**src/rtl/sram_arb_pkg.sv**
```systemverilog
// Shared definitions for the two-port SRAM arbiter: controller state encodings
// and request type constants.
// Imported by sram_arbiter_2port; the picker is purely combinational and needs none of it.
package sram_arb_pkg;

  // IDLE arbitrates and drives the SRAM; CAPTURE latches read data one cycle
  // after the read; RESP holds the response until the owner accepts it.
  typedef enum logic [1:0] {
    IDLE    = 2'd0,
    CAPTURE = 2'd1,
    RESP    = 2'd2
  } state_t;

  localparam logic TYPE_READ  = 1'b0;
  localparam logic TYPE_WRITE = 1'b1;

endpackage

```
**src/rtl/sram_arb_picker.sv**
```systemverilog
// Two-input grant picker: turns a request-valid vector into a one-hot grant.
// Ports: valid[1:0] in, last_grant in (port granted most recently), grant[1:0] out.
// SRAM_ARB_RR_EN defined: a tie goes to the port that did not win last time.
// Undefined: fixed priority, port 0 wins every tie and last_grant is not used.
module sram_arb_picker (
  input  logic [1:0] valid,
  input  logic       last_grant,
  output logic [1:0] grant
);

`ifdef SRAM_ARB_RR_EN
  always_comb begin
    grant = 2'b00;
    if (valid == 2'b11) begin
      // Tie: hand the SRAM to whichever port did not have it last.
      grant = last_grant ? 2'b01 : 2'b10;
    end else begin
      grant = valid;
    end
  end
`else
  logic unused_last_grant;
  assign unused_last_grant = last_grant;

  always_comb begin
    grant = 2'b00;
    if (valid[0]) begin
      grant = 2'b01;
    end else if (valid[1]) begin
      grant = 2'b10;
    end
  end
`endif

endmodule

```
**src/rtl/sram_arbiter_2port.sv**
```systemverilog
// Shares one 1rw synchronous SRAM (1-cycle read latency) between two val/rdy clients.
// Ports: clk, reset (sync, active-low); per client reqN_{val,rdy,type,addr,data,byte_en} and
// respN_{val,rdy,data}; SRAM read port (en/addr/data) and write port (en/byte_en/addr/data).
// One transaction at a time: read = 3 cycles min, write = 2 cycles min; a stalled response
// blocks further arbitration. Optional macro SRAM_ARB_RR_EN selects round-robin tie-breaking.
module sram_arbiter_2port
  import sram_arb_pkg::*;
#(
  parameter  int p_data_nbits  = 32,
  parameter  int p_num_entries = 256,
  localparam int c_addr_nbits  = $clog2(p_num_entries),
  localparam int c_data_nbytes = (p_data_nbits + 7) / 8
) (
  input  logic                     clk,
  input  logic                     reset,

  input  logic                     req0_val,
  output logic                     req0_rdy,
  input  logic                     req0_type,
  input  logic [c_addr_nbits-1:0]  req0_addr,
  input  logic [p_data_nbits-1:0]  req0_data,
  input  logic [c_data_nbytes-1:0] req0_byte_en,

  input  logic                     req1_val,
  output logic                     req1_rdy,
  input  logic                     req1_type,
  input  logic [c_addr_nbits-1:0]  req1_addr,
  input  logic [p_data_nbits-1:0]  req1_data,
  input  logic [c_data_nbytes-1:0] req1_byte_en,

  output logic                     resp0_val,
  input  logic                     resp0_rdy,
  output logic [p_data_nbits-1:0]  resp0_data,

  output logic                     resp1_val,
  input  logic                     resp1_rdy,
  output logic [p_data_nbits-1:0]  resp1_data,

  output logic                     sram_read_en,
  output logic [c_addr_nbits-1:0]  sram_read_addr,
  input  logic [p_data_nbits-1:0]  sram_read_data,
  output logic                     sram_write_en,
  output logic [c_data_nbytes-1:0] sram_write_byte_en,
  output logic [c_addr_nbits-1:0]  sram_write_addr,
  output logic [p_data_nbits-1:0]  sram_write_data
);

  state_t                    state, state_next;
  logic                      owner, owner_next;
  logic                      last_grant, last_grant_next;
  logic [p_data_nbits-1:0]   resp_buf, resp_buf_next;

  logic [1:0]                grant;
  logic                      sel;
  logic                      sel_type;
  logic [c_addr_nbits-1:0]   sel_addr;
  logic [p_data_nbits-1:0]   sel_data;
  logic [c_data_nbytes-1:0]  sel_byte_en;

  sram_arb_picker u_picker (
    .valid      ({req1_val, req0_val}),
    .last_grant (last_grant),
    .grant      (grant)
  );

  // Grant is one-hot, so bit 1 alone names the winning port.
  assign sel         = grant[1];
  assign sel_type    = sel ? req1_type    : req0_type;
  assign sel_addr    = sel ? req1_addr    : req0_addr;
  assign sel_data    = sel ? req1_data    : req0_data;
  assign sel_byte_en = sel ? req1_byte_en : req0_byte_en;

  always_ff @(posedge clk) begin
    if (!reset) begin
      state      <= IDLE;
      owner      <= 1'b0;
      last_grant <= 1'b1;   // port 0 wins the first tie after reset
      resp_buf   <= '0;
    end else begin
      state      <= state_next;
      owner      <= owner_next;
      last_grant <= last_grant_next;
      resp_buf   <= resp_buf_next;
    end
  end

  always_comb begin
    state_next         = state;
    owner_next         = owner;
    last_grant_next    = last_grant;
    resp_buf_next      = resp_buf;
    req0_rdy           = 1'b0;
    req1_rdy           = 1'b0;
    resp0_val          = 1'b0;
    resp1_val          = 1'b0;
    resp0_data         = '0;
    resp1_data         = '0;
    sram_read_en       = 1'b0;
    sram_read_addr     = '0;
    sram_write_en      = 1'b0;
    sram_write_byte_en = '0;
    sram_write_addr    = '0;
    sram_write_data    = '0;

    case (state)
      IDLE: begin
        if (|grant) begin
          req0_rdy        = grant[0];
          req1_rdy        = grant[1];
          owner_next      = sel;
          last_grant_next = sel;
          if (sel_type == TYPE_READ) begin
            sram_read_en   = 1'b1;
            sram_read_addr = sel_addr;
            state_next     = CAPTURE;
          end else begin
            sram_write_en      = 1'b1;
            sram_write_addr    = sel_addr;
            sram_write_data    = sel_data;
            sram_write_byte_en = sel_byte_en;
            // Write acks carry zero data, so clear the buffer now.
            resp_buf_next      = '0;
            state_next         = RESP;
          end
        end
      end

      CAPTURE: begin
        resp_buf_next = sram_read_data;
        state_next    = RESP;
      end

      RESP: begin
        if (owner) begin
          resp1_val  = 1'b1;
          resp1_data = resp_buf;
          if (resp1_rdy) state_next = IDLE;
        end else begin
          resp0_val  = 1'b1;
          resp0_data = resp_buf;
          if (resp0_rdy) state_next = IDLE;
        end
      end

      default: state_next = IDLE;
    endcase

    // While reset is held low nothing may be handshaken or written, even
    // though the state register only clears on the next edge.
    if (!reset) begin
      req0_rdy           = 1'b0;
      req1_rdy           = 1'b0;
      resp0_val          = 1'b0;
      resp1_val          = 1'b0;
      resp0_data         = '0;
      resp1_data         = '0;
      sram_read_en       = 1'b0;
      sram_read_addr     = '0;
      sram_write_en      = 1'b0;
      sram_write_byte_en = '0;
      sram_write_addr    = '0;
      sram_write_data    = '0;
    end
  end

endmodule
```
**config.mk**
```make
export PLATFORM = sky130hd
export DESIGN_NAME = sram_arbiter_2port
export DESIGN_NICKNAME = d
export VERILOG_FILES = /design/src/rtl/sram_arb_pkg.sv /design/src/rtl/sram_arb_picker.sv /design/src/rtl/sram_arbiter_2port.sv
export SDC_FILE = /design/constraint.sdc
export NUM_CORES = 1
export LEC_CHECK = 0
export CAP_MARGIN = 20
export CORE_ASPECT_RATIO = 1.2
export CORE_MARGIN = 4
export CORE_UTILIZATION = 33
export DETAILED_ROUTE_END_ITERATION = 8
export PLACE_DENSITY = 0.88
export SYNTH_ARGS = -nofsm -noshare
export SYNTH_HDL_FRONTEND = slang
export SYNTH_SLANG_ARGS = --single-unit
```
**constraint.sdc**
```tcl
create_clock -name clk -period 1.5 [get_ports clk]
set_input_delay 0.3 -clock clk [delete_from_list [all_inputs] [get_ports clk]]
set_output_delay 0.3 -clock clk [all_outputs]
set_load 0.02 [all_outputs]
```
==> metrics.md, run 1 <==
| Metric | Value |
|---|---|
| Arrival time at the worst endpoint | `1.71 ns` |
| Dpl cell area | `6530 um^2` |
| Initial DRC count | `380` |
| Post-Syn Area | `3020 um^2` |
| Slew @ Worst Pin | `0.404 ns` |
| Min-delay src | `req0_val` |
| Area of the multi-input gates | `2910 um^2` |
| Violated checks | `setup timing` |
| Gr usage total | `30.0%` |
| Reg2reg end | `resp_buf[14]` |
| Slew HR | `72.3%` |
| Post-synth top cells | `and2_1, mux2i_1, nor3_1` |
| Maximum vdd drop | `320 uV` |
| Total Power | `3.89 mW` |
| Worst Hold Depth | `3` |
| Hold_buf cts | `0` |
| Synth area leader | `dfxtp_1` |
| R2R Setup Slk | `0.08 ns` |
| Period minus WS final | `2.01 ns` |
| Tcrit/Tclk final | `134%` |
| Final hold violations | `0` |
| Initial antenna violation count | `1` |
| Crit path launch type | `flip-flop` |
| Critical path buffer and inverter count | `3` |
| Reg2reg start | `state[0]` |
| Nets | `819` |
| # rows | `37` |
| Pwr dens | `515 nW/um^2` |
| Main synth FF type | `dfxtp_1` |
| Max stage delay on crit path | `0.37 ns` |
| P&R area growth vs syn | `150%` |
| Clk buf depth | `2` |
| Post-synth EDFFs | `0` |
| Yosys cell types | `27` |
| Critical path endpoint category | `primary output` |
| Setup Skew | `0.00594 ns` |
| Vias in the first global route | `4576` |
| DRC | `0` |
| Routed Antenna Nets | `0` |
| Core ar. | `8750 um^2` |
| Pleak | `3.45 nW` |
| Fin. max-slew vios | `0` |
| Post-Route WL | `19200 um` |
| Clk sinks | `35` |
| Unrepaired setup endpoints after global routing | `true` |
| Post-synthesis sequential area ratio | `23.2%` |
| DR pass1 iterations | `5` |
| Post-DR wirelength/cell | `23.6 um` |
| Cell Chain, Critical Path | `nor3b_4 > nand2_4 > buf_16 > buf_12 > nor3_4 > buf_6` |
| Largest net degree at the start of global routing | `61` |
| Synth Register Bits | `35` |
| Max H-tree Level | `2` |
| Synth top area share | `23.2%` |
| WHS Endpoint | `owner` |
| Final core area utilization | `86.4%` |
| Die Ht | `113 um` |
| Starting Density | `34.5%` |
| Cells after Synth | `387` |
| First-pass GRT wire length | `24900 um` |
| Critical path peak fanout | `7` |
| Post-Syn Nets | `515` |
| DP HPWL | `11200 um` |
| Root buf cell | `clkbuf_8` |
| CTS tree | `done` |
| Max cap viols | `0` |
| Yosys Warn Count | `0` |
| Setup CP Type | `flip-flop to primary output` |
| Io pins | `250` |
| Clock slew at reported path FFs | `0.08 ns` |
| Clk_lat worst skew | `0.29 ns` |
| DIE AREA | `10700 um^2` |
| R2r worst-path depth | `6` |
| I/O Buffers | `249` |
| Syn avg cell area | `7.79 um^2` |
| Filler cell count | `391` |
| Status | `finished, violations left` |
| Total CTS buffers | `5` |
| Critical Path Slowest Stage Cell | `dfxtp_4` |
| Register Area | `706 um^2` |
| Largest cells by area after synthesis | `dfxtp_1, mux2i_1, and2_1` |
| TNS Setup | `-49.93 ns` |
| Final WS setup | `-0.510 ns` |
| Die span in x | `95.3 um` |
| Setup violations, final | `122` |
| Hold Crit Class | `primary input to flip-flop` |
| Gpl congestion | `0.815` |
| Via density | `5.56` |
| Via count | `4507` |
| Fraction of layout cells with a size suffix above 1 | `52.2%` |
| Ys async rst share | `0%` |
| Worst path required time | `1.20 ns` |
| Most frequent cell after synthesis | `and2_1` |
| Top delay family on crit path | `simple AND/OR/NAND/NOR gates` |
| Final instance area | `7560 um^2` |
| Grt ovf | `0` |
| Fmax | `497 MHz` |
==> worst register-to-register path, stage by stage (launching register included) <==
cell and delay [ns]:
dfxtp_4 0.37, buf_6 0.13, buf_4 0.14, buf_4 0.18, and3b_1 0.20, a211oi_1 0.23, nor2_1 0.07
==> power by group <==
group	switching, mW	internal, mW
logic	0.962	1.05
clock network	0.379	0.495
registers	0.0392	0.966
==> sequential cells by signal (all words and copies together) (netlist names) <==
name and count:
resp_buf 32, state 2, owner 1
==> stage by stage <==
| step | instances | hold slack, ns | worst slack [ns] |
|---|---|---|---|
| detailed placement | 778 | 0.516 | -1.16 |
| finish | 810 | 0.434 | -0.510 |
| CTS | 803 | 0.362 | -0.499 |
| floorplan | 387 | 0.397 | -0.128 |
| global route | 810 | 0.428 | -0.582 |
| global placement | 778 | 0.498 | -1.10 |
==> cell usage in the layout, fill, tap and decap left out, types with 2 or more instances in the layout <==
master / n
buf_6: 139
and2_4: 66
clkdlybuf4s50_1: 122
nor2_4: 9
dfxtp_1: 33
a211oi_2: 2
nor2_1: 33
mux2i_2: 5
buf_12: 14
buf_8: 2
clkbuf_8: 5
mux2i_1: 38
dlygate4sd2_1: 3
a211oi_1: 31
mux2i_4: 2
o21ai_0: 32
nor3_4: 43
a21oi_1: 2
inv_1: 3
buf_4: 47
buf_16: 2
buf_2: 2
and3b_1: 32
clkbuf_16: 5
==> cell families (layout without fill, tap and decap cells) <==
family          count (synthesis)  in the layout  share of synthesized area, %
simple gates                  193            193                          38.9
other cells                     0              1                             0
mux                            45             45                          14.9
buf+inv                        43            348                          7.59
flops                          35             35                          23.2
compound gates                 71             71                          15.4
==> worst max path at each step <==
stage,from,depth (start not counted),end,slack (ns)
final,state[0],6,sram_write_data[3],-0.51
after global routing,state[0],6,sram_write_addr[7],-0.58
after CTS,state[0],6,sram_write_data[0],-0.50
after detailed placement,req1_val,7,sram_read_addr[4],-1.16
after global placement,req0_val,7,sram_write_addr[7],-1.10
after floorplan,state[0],4,sram_write_addr[7],-0.13
==> area by class of cell <==
class | count | area share, %
Clock buffer | 5 | 0.911
Clock inverter | 3 | 0.580
Multi-Input combinational cell | 309 | 38.5
Antenna cell | 1 | 0.0331
Sequential cell | 35 | 9.34
Inverter | 4 | 0.199
Tap cell | 117 | 1.94
Timing Repair Buffer | 336 | 48.5
==> what timing repair did <==
| action | CTS | global route |
|---|---|---|
| pin swaps | 13 | 33 |
| endpoints found under the setup margin | 154 | 150 |
| setup buffers | 12 | 5 |
| cloned | 5 | 6 |
| resized for setup | 697 | 164 |
==> routing by layer <==
| metal | vias up | share of wire [%] | GRT usage (%) |
|---|---|---|---|
| met4 | 0 | 5.0 | 14.5 |
| li1 | 1976 | - | - |
| met3 | 66 | 8.4 | 8.11 |
| met1 | 2171 | 33 | 29.1 |
| met2 | 294 | 54 | 56.9 |
| met5 | - | 0 | 0 |
Note: power is estimated with default switching activity, not from simulation.
==> run 2, diff against run 1 <==
TNS_END_PERCENT = 30   (was unset)
==> run 2 against run 1 <==
Compared with the run above:
- the run still ends with setup timing left
- critical path depth up 2
- utilization up 0.76 points
- clock skew down 0.0031 ns
- non-clock buffer count unchanged
- combinational power up 6%
- setup slack worse by 0.13 ns
- highest routed layer unchanged
==> metrics.md, run 2 (synthesis gave the netlist of run 1 again) <==
| Metric | Value |
|---|---|
| Grt ovf | `0 (unchanged)` |
| Largest net degree at the start of global routing | `55 (-9.8%)` |
| Setup CP Type | `primary input to primary output` |
| Crit path launch type | `primary input` |
| Final hold violations | `0 (unchanged)` |
| Internal | `2.57 mW (+2.5%)` |
| Final instance area | `7620 um^2 (+0.88%)` |
| Non-filler cells, final | `809 (-0.12%)` |
| DRC | `0 (unchanged)` |
| Largest Register | `resp_buf` |
| Vias in the first global route | `4861 (+6.2%)` |
| Fraction of layout cells with a size suffix above 1 | `50.4% (-1.8 points)` |
| Placed Instances | `769 (-1.2%)` |
| First-pass GRT wire length | `27100 um (+9.0%)` |
| Unrepaired setup endpoints after global routing | `true` |
| Tcrit/Tclk final | `143% (+8.6 points)` |
| Setup violations, final | `127 (+4.1%)` |
| TNS Setup | `-57.08 ns (-7.15 ns)` |
| Clock slew at reported path FFs | `0.07 ns (about the same)` |
| Nets | `819 (unchanged)` |
| Max reg flops | `32 (unchanged)` |
| Setup Skew | `0.00287 ns (-0.00307 ns)` |
| GR Util met1 | `33.7% (+4.7 points)` |
| Fmax | `467 MHz (-6.0%)` |
| Hold Crit Class | `primary input to flip-flop` |
| DP HPWL | `11500 um (+2.1%)` |
| # rows | `37 (unchanged)` |
| Reg2reg start | `state[1]` |
| DR pass1 iterations | `5 (unchanged)` |
| Slew HR | `72.6% (+0.35 points)` |
| Post-Route WL | `20500 um (+6.9%)` |
| I/O Buffers | `249 (unchanged)` |
| Starting Density | `34.5% (unchanged)` |
| Max cap viols | `0 (unchanged)` |
| Via density | `5.75 (+3.3%)` |
| Slew @ Worst Pin | `0.410 ns (+0.00618 ns)` |
| Pwr dens | `519 nW/um^2 (+0.90%)` |
| Hold_buf cts | `0 (unchanged)` |
| Final WS setup | `-0.639 ns (-0.129 ns)` |
| Status | `finished, violations left` |
| Final core area utilization | `87.1% (+0.76 points)` |
| Die span in x | `95.3 um (unchanged)` |
| Io pins | `250 (unchanged)` |
| Max H-tree Level | `2 (unchanged)` |
| Switching Share | `35.0% (-0.44 points)` |
| Gr usage total | `33.1% (+3.0 points)` |
| Met3 Usage GRT | `9.31% (+1.2 points)` |
| Biggest regs | `resp_buf: 32 flops, state: 2 flops, owner: 1 flops` |
| Clk_lat worst skew | `0.28 ns (about the same)` |
| Routed Antenna Nets | `0 (unchanged)` |
| Root buf cell | `clkbuf_8` |
| CTS tree | `done` |
| Die Ht | `113 um (unchanged)` |
| Fin. max-slew vios | `0 (unchanged)` |
| M2 GR Usage | `59.2% (+2.2 points)` |
| R2R Setup Slk | `-0.05 ns (-0.13 ns)` |
| Core ar. | `8750 um^2 (unchanged)` |
| Clk buf depth | `2 (unchanged)` |
| Initial antenna violation count | `0 (-1)` |
| Clock power frac | `20.7% (-1.8 points)` |
| Violated checks | `setup timing` |
| GRT Max-Usage Layer | `met2` |
| Via count | `4651 (+3.2%)` |
| Pleak | `3.43 nW (-0.62%)` |
| Min-delay src | `req1_val` |
| Worst path required time | `1.20 ns (about the same)` |
| Logic pwr share | `53.9% (+2.2 points)` |
| Initial DRC count | `282 (-26%)` |
| Critical path peak fanout | `7 (unchanged)` |
| Final hold slack | `0.518 ns (+0.0845 ns)` |
| Sw Pwr | `1.39 mW (+0.53%)` |
| Dpl cell area | `6460 um^2 (-1.0%)` |
| Seq pwr share | `25.4% (-0.5 points)` |
| DIE AREA | `10700 um^2 (unchanged)` |
| R2r worst-path depth | `5 (-1)` |
| Arrival time at the worst endpoint | `1.84 ns (+0.13 ns)` |
| Reg2reg end | `resp_buf[30]` |
| Commonest non-fill, non-tap cell in the layout | `buf_6` |
| Total Power | `3.96 mW (+1.8%)` |
| Critical path endpoint category | `primary output` |
| Most frequent cells in the layout | `buf_6, clkdlybuf4s50_1, buf_4` |
| Place WS | `-1.16 ns (+0.00346 ns)` |
| P&R area growth vs syn | `153%` |
| Period minus WS final | `2.14 ns (+0.129 ns)` |
| Gpl congestion | `0.783 (-4.0%)` |
| Worst Hold Depth | `3 (unchanged)` |
| Maximum vdd drop | `327 uV (+2.0%)` |
| Post-DR wirelength/cell | `25.3 um (+7.0%)` |
| Total CTS buffers | `5 (unchanged)` |
| WHS Endpoint | `owner` |
| Clk sinks | `35 (unchanged)` |
-- run 2: metal layers --
metal	vias to the layer above	routed length (um)	part of all wire (%)
li1	1977	-	-
met1	2228	6850	33
met2	355	10300	50
met3	91	2030	9.9
met4	0	1300	6.4
met5	-	0	0
-- run 2: final cells by class --
type	instances	area (um^2)
clock inverters	1	30.0
clock buffers	6	72.6
well taps	117	146
fillers	357	1130
multi-input cells	309	2930
inverters	4	15.0
flip-flops and latches	35	706
diodes	1	2.50
repair buffers	336	3720
-- run 2: how the worst max path moves through the flow --
stage / from / to / slack [ns]
5_1_grt: state[1] / sram_write_byte_en[3] / -0.65
3_5_place_dp: reset / sram_read_addr[0] / -1.16
3_3_place_gp: req1_val / sram_write_data[17] / -1.09
2_1_floorplan: state[0] / sram_write_addr[7] / -0.13
6_report: reset / sram_write_byte_en[3] / -0.64
4_1_cts: state[1] / sram_write_data[21] / -0.51
-- run 2: worst max-delay path: stages --
cell and delay [ns]:
dlygate4sd2_1 0.31, nor3b_4 0.24, buf_6 0.18, nand2_8 0.10, buf_4 0.16, buf_4 0.12
nor3_2 0.21, buf_4 0.21
-- run 2: power groups by stage --
stage                     Sequential (mW)  Combinational [mW]  Clock [mW]
after floorplan                      1.01               0.815           0
after global placement               1.01                1.56           0
after detailed placement             1.02                1.61           0
after CTS                           0.997                1.93       0.833
after global routing                 1.01                2.21       0.858
final                                1.01                2.13       0.819
-- run 2: repair_timing --
item                       in CTS  in global routing
pin swaps                      24                 22
resized for setup             755                 96
buffers inserted               19                  8
setup endpoints to repair     155                154
gates cloned                    6                  2
==> run 3, diff against run 2 <==
GPL_TIMING_DRIVEN = 0   (was unset)
==> run 3 against run 2 <==
Compared with the run above:
- the flow still finishes with violations (setup timing)
- wire length fell by 18%
- clock skew rose by 0.0023 ns
- clock-buffer cell count fell by 1
- register-to-register slack got worse by 0.18 ns
- sequential share of layout area rose by 0.50 points
- worst hold slack got worse by 0.19 ns
- highest routed layer is now met5
==> metrics.md, run 3 (synthesis gave the netlist of run 1 again) <==
| Metric | Value |
|---|---|
| Worst setup path startpoint | `state[0]` |
| Reg2reg end | `resp_buf[8]` |
| Commonest non-fill, non-tap cell in the layout | `clkdlybuf4s50_1` |
| Clock slew at reported path FFs | `0.07 ns (about the same)` |
| Hold_buf cts | `0 (unchanged)` |
| Most frequent cells in the layout | `clkdlybuf4s50_1, buf_6, buf_4` |
| Die Ht | `113 um (unchanged)` |
| Reg2reg start | `state[0]` |
| Max cap viols | `0 (unchanged)` |
| Min-delay src | `req0_val` |
| Fin. max-slew vios | `0 (unchanged)` |
| Final instance area | `7220 um^2 (-5.3%)` |
| Post-Route WL | `16800 um (-18%)` |
| Pleak | `3.18 nW (-7.1%)` |
| DR top layer | `met5` |
| CTS tree | `done` |
| Routed Antenna Nets | `0 (unchanged)` |
| Via count | `4239 (-8.9%)` |
| Routed wl met2 | `9030 um (-12%)` |
| Arrival time at the worst endpoint | `1.72 ns (-0.12 ns)` |
| Initial antenna violation count | `1 (+1)` |
| Post-DR wirelength/cell | `21.1 um (-17%)` |
| Slew @ Worst Pin | `0.374 ns (-0.0361 ns)` |
| I/O Buffers | `249 (unchanged)` |
| Core ar. | `8750 um^2 (unchanged)` |
| Slew HR | `74.3% (+1.7 points)` |
| Fmax | `495 MHz (+5.8%)` |
| DIE AREA | `10700 um^2 (unchanged)` |
| Maximum vdd drop | `457 uV (+40%)` |
| Pwr dens | `523 nW/um^2 (+0.72%)` |
| Io pins | `250 (unchanged)` |
| R2R Setup Slk | `-0.23 ns (-0.18 ns)` |
| Max reg flops | `32 (unchanged)` |
| Initial DRC count | `163 (-42%)` |
| Unrepaired setup endpoints after global routing | `true` |
| P&R area growth vs syn | `139%` |
| Largest net degree at the start of global routing | `13 (-76%)` |
| Clk sinks | `35 (unchanged)` |
| Max H-tree Level | `2 (unchanged)` |
| Status | `finished, violations left` |
| Filler cell count | `469 (+31%)` |
| Final hold slack | `0.331 ns (-0.187 ns)` |
| Final WS setup | `-0.522 ns (+0.117 ns)` |
| Hold Crit Class | `primary input to flip-flop` |
| DRC | `0 (unchanged)` |
| Period minus WS final | `2.02 ns (-0.117 ns)` |
| # rows | `37 (unchanged)` |
| Violated checks | `setup timing` |
| Starting Density | `34.5% (unchanged)` |
| Fraction of layout cells with a size suffix above 1 | `46.0% (-4.3 points)` |
| Nets | `809 (-1.2%)` |
| Dpl cell area | `6110 um^2 (-5.4%)` |
| Gpl congestion | `0.857 (+9.5%)` |
| First-pass GRT wire length | `23300 um (-14%)` |
| Clk_lat worst skew | `0.29 ns (about the same)` |
| Final hold violations | `0 (unchanged)` |
| Total CTS buffers | `5 (unchanged)` |
| Setup Skew | `0.00515 ns (+0.00229 ns)` |
| Grt ovf | `0 (unchanged)` |
| Setup violations, final | `142 (+12%)` |
| DR pass1 iterations | `6 (+1)` |
| Clk buf depth | `2 (unchanged)` |
| Root buf cell | `clkbuf_8` |
| Critical path peak fanout | `5 (-2)` |
| Via density | `5.31 (-7.7%)` |
| Worst path required time | `1.20 ns (about the same)` |
| Metal-1 WL | `5800 um (-15%)` |
| Die span in x | `95.3 um (unchanged)` |
| R2r worst-path depth | `7 (+2)` |
| Critical path endpoint category | `primary output` |
| Total Power | `3.77 mW (-4.6%)` |
| Routed met3 length | `1180 um (-42%)` |
| Tcrit/Tclk final | `135% (-7.8 points)` |
| End of the critical path | `sram_write_addr[5]` |
| Gr usage total | `27.5% (-5.5 points)` |
| Vias in the first global route | `4454 (-8.4%)` |
| Largest Register | `resp_buf` |
| Ant. Diodes | `0 (-1)` |
| DP HPWL | `11400 um (-0.75%)` |
| Crit path launch type | `flip-flop` |
| Biggest regs | `resp_buf: 32 flops, state: 2 flops, owner: 1 flops` |
| Setup CP Type | `flip-flop to primary output` |
-- run 3: cell types whose count changed in the layout (fill, tap and decap cells not counted), sizes merged --
cell	previous run	this run
buf	209	176
clkinv	0	2
o2111ai	1	2
diode	1	0
clkbuf	8	17
clkdlybuf4s15	1	11
nand2	1	2
bufbuf	0	1
-- run 3: layer usage --
layer	vias to the layer above	track usage, %
met5	-	0
met4	2	12.1
met3	50	6.05
met2	207	51.3
met1	2015	28.8
li1	1965	-
-- run 3: repair_timing --
item                                    4_1_cts  5_1_grt
cloned                                        3        5
endpoints found under the setup margin      153      155
setup buffers                                20       11
pin swaps                                    13       19
resized for setup                           718      120
-- run 3: how the worst min path moves through the flow --
stage	to	slack, ns	depth (start not counted)
global placement	resp_buf[28]	0.50	2
floorplan	owner	0.40	1
global route	owner	0.35	2
CTS	owner	0.28	2
finish	owner	0.33	2
detailed placement	resp_buf[15]	0.51	2
-- run 3: cell type report --
cell class                      instances  area (um^2)  area share (%)
Buffer                                 38          395            5.48
Tap cell                              117          146            2.03
Clock buffer                            5         68.8           0.954
Timing Repair Buffer                  286         2960            41.0
Multi-Input combinational cell        311         2880            39.9
Inverter                                4         15.0           0.208
Clock inverter                          3         43.8           0.607
Sequential cell                        35          704            9.76
-- run 3: worst max-delay path, stage by stage, from the launching register on --
cell	delay, ns
dfxtp_2	0.33
buf_6	0.12
nor3b_4	0.18
buf_6	0.18
nand2_4	0.11
clkbuf_16	0.19
nor3_4	0.18
buf_6	0.14
-- run 3: report_power, final --
group          total (mW)  switching (mW)  internal [mW]
logic                1.90           0.912          0.992
registers            1.00          0.0341          0.968
clock network       0.870           0.374          0.495
-- run 3: metrics by stage --
step / TNS (ns) / setup slack (ns) / cells / utilization (%)
global placement: -172.85 / -1.50 / 753 / 69.9
global route: -58.79 / -0.597 / 799 / 82.5
detailed placement: -175.48 / -1.57 / 753 / 69.9
floorplan: -5.77 / -0.128 / 387 / -
CTS: -54.60 / -0.503 / 783 / 77.2
finish: -50.33 / -0.522 / 799 / 82.5
